## src/rtl/rv_instr_encoder.sv

```systemverilog
// RV32I instruction encoder with a circular-buffer output FIFO.
// Unencodable requests are still queued, as a NOP flagged with err.
module rv_instr_encoder #(
    parameter int unsigned DEPTH = 4
) (
    input  logic                     clk,
    input  logic                     rst,
    input  logic                     in_valid,
    output logic                     in_ready,
    input  logic [2:0]               in_class,
    input  logic [2:0]               in_funct3,
    input  logic                     in_funct7b5,
    input  logic [4:0]               in_rd,
    input  logic [4:0]               in_rs1,
    input  logic [4:0]               in_rs2,
    input  logic [31:0]              in_imm,
    output logic                     out_valid,
    input  logic                     out_ready,
    output logic [31:0]              out_instr,
    output logic                     out_err,
    output logic [$clog2(DEPTH):0]   level,
    output logic [7:0]               err_cnt
);

    localparam int unsigned PTR_W = $clog2(DEPTH);
    localparam int unsigned LVL_W = PTR_W + 1;

    typedef enum logic [2:0] {
        CLS_RALU   = 3'd0,
        CLS_IALU   = 3'd1,
        CLS_LW     = 3'd2,
        CLS_SW     = 3'd3,
        CLS_BRANCH = 3'd4,
        CLS_JAL    = 3'd5
    } instr_class_t;

    instr_class_t       cls;
    logic               is_shift;
    logic               fits12;
    logic               fits13;
    logic               fits21;
    logic [31:0]        enc_word;
    logic               enc_ok;
    logic [31:0]        push_word;
    logic               push;
    logic               pop;

    logic [PTR_W-1:0]   wr_ptr;
    logic [PTR_W-1:0]   rd_ptr;
    logic [31:0]        mem_instr [DEPTH];
    logic               mem_err   [DEPTH];

    always_comb begin
        cls      = instr_class_t'(in_class);
        is_shift = (in_funct3 == 3'b001) || (in_funct3 == 3'b101);
        fits12   = (&in_imm[31:11]) || (~|in_imm[31:11]);
        fits13   = (&in_imm[31:12]) || (~|in_imm[31:12]);
        fits21   = (&in_imm[31:20]) || (~|in_imm[31:20]);
        enc_word = '0;
        enc_ok   = 1'b0;
        case (cls)
            CLS_RALU: begin
                enc_word = {1'b0, in_funct7b5, 5'b0, in_rs2, in_rs1, in_funct3, in_rd, 7'b0110011};
                enc_ok   = 1'b1;
            end
            CLS_IALU: begin
                if (is_shift) begin
                    enc_word = {1'b0, in_funct7b5, 5'b0, in_imm[4:0], in_rs1, in_funct3, in_rd, 7'b0010011};
                    enc_ok   = (in_imm[31:5] == '0) && !(in_funct7b5 && (in_funct3 == 3'b001));
                end else begin
                    enc_word = {in_imm[11:0], in_rs1, in_funct3, in_rd, 7'b0010011};
                    enc_ok   = fits12;
                end
            end
            CLS_LW: begin
                enc_word = {in_imm[11:0], in_rs1, 3'b010, in_rd, 7'b0000011};
                enc_ok   = fits12;
            end
            CLS_SW: begin
                enc_word = {in_imm[11:5], in_rs2, in_rs1, 3'b010, in_imm[4:0], 7'b0100011};
                enc_ok   = fits12;
            end
            CLS_BRANCH: begin
                enc_word = {in_imm[12], in_imm[10:5], in_rs2, in_rs1, in_funct3,
                            in_imm[4:1], in_imm[11], 7'b1100011};
                enc_ok   = fits13 && !in_imm[0] && (in_funct3[2:1] != 2'b01);
            end
            CLS_JAL: begin
                enc_word = {in_imm[20], in_imm[10:1], in_imm[11], in_imm[19:12], in_rd, 7'b1101111};
                enc_ok   = fits21 && !in_imm[0];
            end
            default: begin
                enc_word = '0;
                enc_ok   = 1'b0;
            end
        endcase
        push_word = enc_ok ? enc_word : 32'h0000_0013;
    end

    // Handshakes depend only on the registered level; no bypass when full.
    assign in_ready  = (level != LVL_W'(DEPTH));
    assign out_valid = (level != '0);
    assign push      = in_valid && in_ready;
    assign pop       = out_valid && out_ready;

    // Gate the head with out_valid so the outputs read zero while empty.
    assign out_instr = out_valid ? mem_instr[rd_ptr] : '0;
    assign out_err   = out_valid ? mem_err[rd_ptr]   : 1'b0;

    always_ff @(posedge clk) begin
        if (push) begin
            mem_instr[wr_ptr] <= push_word;
            mem_err[wr_ptr]   <= !enc_ok;
        end
    end

    always_ff @(posedge clk or posedge rst) begin
        if (rst) begin
            wr_ptr  <= '0;
            rd_ptr  <= '0;
            level   <= '0;
            err_cnt <= '0;
        end else begin
            if (push) begin
                wr_ptr <= wr_ptr + PTR_W'(1);
            end
            if (pop) begin
                rd_ptr <= rd_ptr + PTR_W'(1);
            end
            case ({push, pop})
                2'b10:   level <= level + LVL_W'(1);
                2'b01:   level <= level - LVL_W'(1);
                default: level <= level;
            endcase
            if (push && !enc_ok && (err_cnt != 8'hFF)) begin
                err_cnt <= err_cnt + 8'd1;
            end
        end
    end

endmodule

```

## config.mk

```make
export PLATFORM = sky130hd
export DESIGN_NAME = rv_instr_encoder
export DESIGN_NICKNAME = d
export VERILOG_FILES = /design/src/rtl/rv_instr_encoder.sv
export SDC_FILE = /design/constraint.sdc
export NUM_CORES = 1
export LEC_CHECK = 0
export ABC_AREA = 0
export BUFFER_PORTS_ARGS = -buffer_cell sky130_fd_sc_hd__buf_2
export CAP_MARGIN = 15
export CORE_AREA = 2 2 130 132
export DETAILED_ROUTE_END_ITERATION = 10
export DIE_AREA = 0 0 132 134
export PLACE_DENSITY = 0.68
export SLEW_MARGIN = 20
export SYNTH_ARGS = -nofsm -noshare
export SYNTH_HDL_FRONTEND = slang
export SYNTH_SLANG_ARGS = --single-unit
export TNS_END_PERCENT = 20
```

## constraint.sdc

```tcl
create_clock -name clk -period 4.3 [get_ports clk]
set_input_delay 0.645 -clock clk [delete_from_list [all_inputs] [get_ports clk]]
set_output_delay 0.645 -clock clk [all_outputs]
set_load 0.02 [all_outputs]
```

==> metrics.log <==
INFO  metric floorplan.initialDensity = 39.44%
INFO  metric commonest_non_fill_non_tap_cells_in_the_layout = sky130_fd_sc_hd__edfxtp_1 (124), sky130_fd_sc_hd__buf_2 (103), sky130_fd_sc_hd__and2_1 (38), sky130_fd_sc_hd__mux4_2 (31), sky130_fd_sc_hd__nor2_1 (22)
INFO  metric design.core.area = 16,290 µm²
INFO  metric mappedNetlistArea = 6425 µm²
INFO  metric timing.critical_path.to_type = primary output
INFO  metric final-setup-viol-count = 0
INFO  metric final_period_minus_worst_setup_slack = about 3.1 ns
INFO  metric cts_repair_resized_insts = 0
INFO  metric dp.final_hpwl = a little under 10,000 µm
INFO  metric die_area = between 15,000 and 20,000 µm²
INFO  metric holdCritPathClass = in -> async
INFO  metric yosysSeqAreaShare = between 60 and 70%
INFO  metric grt_antenna_before_repair = 0
INFO  metric layout-drive-gt1-share = about a third
INFO  metric library_cells_used_by_synthesis = between 50 and 60
INFO  metric clock_sink_count = roughly 140
INFO  metric cts-hold-fix-buffers = 0
INFO  metric antenna_cells = 0
INFO  metric viasPerCell = 5.410
INFO  metric worstSkewPairLatency = a little over 0.4 ns
INFO  metric wirelength = roughly 15,000 µm
INFO  metric critical_path_start_type = flop
INFO  metric grt_first_pass_wirelength = 23,470 µm
INFO  metric maxCapViolations = 0
INFO  metric synth.ff_latch_count = ~140
INFO  metric die_h = ~130 µm
INFO  metric cp.arrival = approximately 2.5 ns
INFO  metric timing.clock.skew = about 0.0065 ns
INFO  metric yosysWarnings = 0
INFO  metric timing.final.hold_violations = 0
INFO  metric vdd.ir_drop.worst = 0.0004161 V
INFO  metric overflow = 0
INFO  metric grt.total_usage = between 10% and 20%
INFO  metric grt_pass1_vias = 4,328
INFO  metric clk_transition_reported_paths = 0.06 ns
INFO  metric worst-r2r-cell-count = 8
INFO  metric rrSetupSlack = roughly 1.8 ns
INFO  metric worstReg2RegEnd = level[2]$_DFFE_PP0P_
INFO  metric final-max-slew-violation-count = 0
INFO  metric max_clock_freq = around 320 MHz
INFO  metric rsz0062_at_grt = no
INFO  metric layout.cells.most_common = sky130_fd_sc_hd__edfxtp_1
INFO  metric area_delta_synth_final = 20.99%
INFO  metric nNetsFinal = ~600
INFO  metric worst_pin_slew = ~0.85 ns
INFO  metric static-leakage-power = 2.990 nW
INFO  metric final_min_period_over_clock_period = about three quarters
INFO  metric ys.flop_type = sky130_fd_sc_hd__edfxtp_1
INFO  metric clk_root_buffer_cell = sky130_fd_sc_hd__clkbuf_16
INFO  metric timing.setup.tns = 0 ns
INFO  metric number_of_iterations_in_the_first_detailed_routing_pass = 5
INFO  metric gp_congestion = between 0.8 and 0.9
INFO  metric path_max_fanout = 21
INFO  metric num_io_pins = between 100 and 150
INFO  metric detail_route.drc_violations = 0
INFO  metric cts_setup_buffers = 0
INFO  metric synthCells = ~420
INFO  metric postRouteAntennaNets = 0
INFO  metric drt_first_iter_violations = 292
INFO  metric rows = 47
INFO  metric syn_avg_cell_area = 15.22 µm²
INFO  metric post-route-util = between 40% and 50%
INFO  metric cts_tree = done
INFO  metric floorplan.die.width = 132 µm
INFO  metric synth-async-reset-ratio = 10.79%
INFO  metric run_status = finished, final reports clean
INFO  metric synth_edf_count = between 100 and 150
INFO  metric timing.slew.headroom = 43.12%
INFO  metric numPortBuffers = 103
INFO  metric setup.worst_path.class = reg -> out
INFO  metric cts.path.max_buffers = 2
INFO  metric power-per-cell-area = 662.0 nW/µm²
INFO  metric cts_made_buffers = 17
INFO  metric worst-endpoint-required = approximately 3.7 ns
INFO  metric detail_route.wl_per_cell = just under 20 µm
INFO  metric htree_num_levels = 4
INFO  metric largest_net_degree_at_the_start_of_global_routing = 42
INFO  metric dr_total_vias = 4,117
INFO  metric reg_to_reg_critical_path_startpoint = level[0]$_DFFE_PP0P_
## synthesized netlist by cell type, drive strengths merged (2+ instances only)
library cell,number,share of area (%)
o21ai,6,0.47
buf,13,1.0
nand2,6,0.35
nor3,9,0.70
dfrtp,15,5.8
and3,9,0.88
a21oi,2,0.16
nand3,6,0.47
nand4,7,0.92
inv,17,0.99
a2bb2oi,5,0.68
nor2b,10,0.97
mux2,3,0.53
xnor2,4,0.55
xor2,9,1.2
and2,39,3.8
mux4,31,11
ha,6,1.2
nor4,8,0.78
mux2i,13,2.0
o22a,10,1.4
clkbuf,11,0.64
o22ai,5,0.49
a22oi,5,0.58
edfxtp,124,58
nand2b,3,0.29
a31oi,7,0.68
nor4b,2,0.27
nor2,23,1.4
## per-stage QoR
stage | cell area [µm²] | setup WS (ns) | instances | hold WS (ns) | power, W
global route | 7774 | 0.9831 | 761 | 0.3161 | 0.005414
floorplan | 6436 | 1.830 | 425 | 0.5465 | 0.003140
finish | 7774 | 1.156 | 761 | 0.2804 | 0.005146
CTS | 7772 | 1.082 | 761 | 0.2951 | 0.005215
detailed placement | 7168 | 1.170 | 730 | 0.5107 | 0.003725
global placement | 7168 | 1.312 | 730 | 0.5000 | 0.003693
## critical path, stage by stage, from the launching register on
cell and delay (ns):
sky130_fd_sc_hd__dfrtp_2 0.64, sky130_fd_sc_hd__buf_4 0.49, sky130_fd_sc_hd__mux4_2 0.56, sky130_fd_sc_hd__and2_1 0.21
sky130_fd_sc_hd__buf_2 0.17
## area by class of cell
| cell class | instances | area (µm²) |
|---|---|---|
| Clock buffer | 18 | 429.2 |
| Multi-Input combinational cell | 245 | 2170 |
| Fill cell | 1446 | 8516 |
| Inverter | 17 | 63.81 |
| Clock inverter | 13 | 175.2 |
| Tap cell | 220 | 275.3 |
| Timing Repair Buffer | 109 | 560.5 |
| Sequential cell | 139 | 4100 |
## cells by family after synthesis
logic type | after synthesis | share of synthesized area, %
buffers and inverters | 41 | 2.648
muxes | 47 | 13.42
DFF | 139 | 63.80
other | 1 | 0.05837
and+or+nand+nor | 128 | 11.61
xor gates and xnor gates | 13 | 1.772
adders and majority gates | 7 | 1.480
AOI/OAI and AO/OA | 46 | 5.219
## registers in the layout, indices dropped and copies added (netlist names)
register	count
mem_instr	120
err_cnt	8
mem_err	4
level	3
rd_ptr	2
wr_ptr	2
## layer usage
layer	wire length (µm)	share of wire [%]	vias to the layer above	global-route usage, %
li1	-	-	1843	-
met1	6136	41	2084	22.05
met2	7517	51	168	29.80
met3	974	6.6	22	4.611
met4	223	1.5	0	5.676
met5	0	0	-	0
## power breakdown
group	switching (W)	internal [W]
sequential	0.000155	0.00175
clock	0.000528	0.000960
combinational	0.00102	0.000726
## worst max-delay path by stage
stage / startpoint / endpoint / slack (ns) / depth (start not counted)
floorplan: rd_ptr[0]$_DFFE_PP0P_ / out_instr[3] / 1.83 / 5
global placement: in_class[0] / mem_instr[0][14]$_DFFE_PP_ / 1.31 / 8
detailed placement: in_class[0] / mem_instr[3][14]$_DFFE_PP_ / 1.17 / 8
CTS: rd_ptr[0]$_DFFE_PP0P_ / out_instr[23] / 1.08 / 4
global route: rd_ptr[0]$_DFFE_PP0P_ / out_instr[4] / 0.98 / 4
finish: rd_ptr[0]$_DFFE_PP0P_ / out_instr[4] / 1.16 / 4
(Power assumes the default switching activity.)
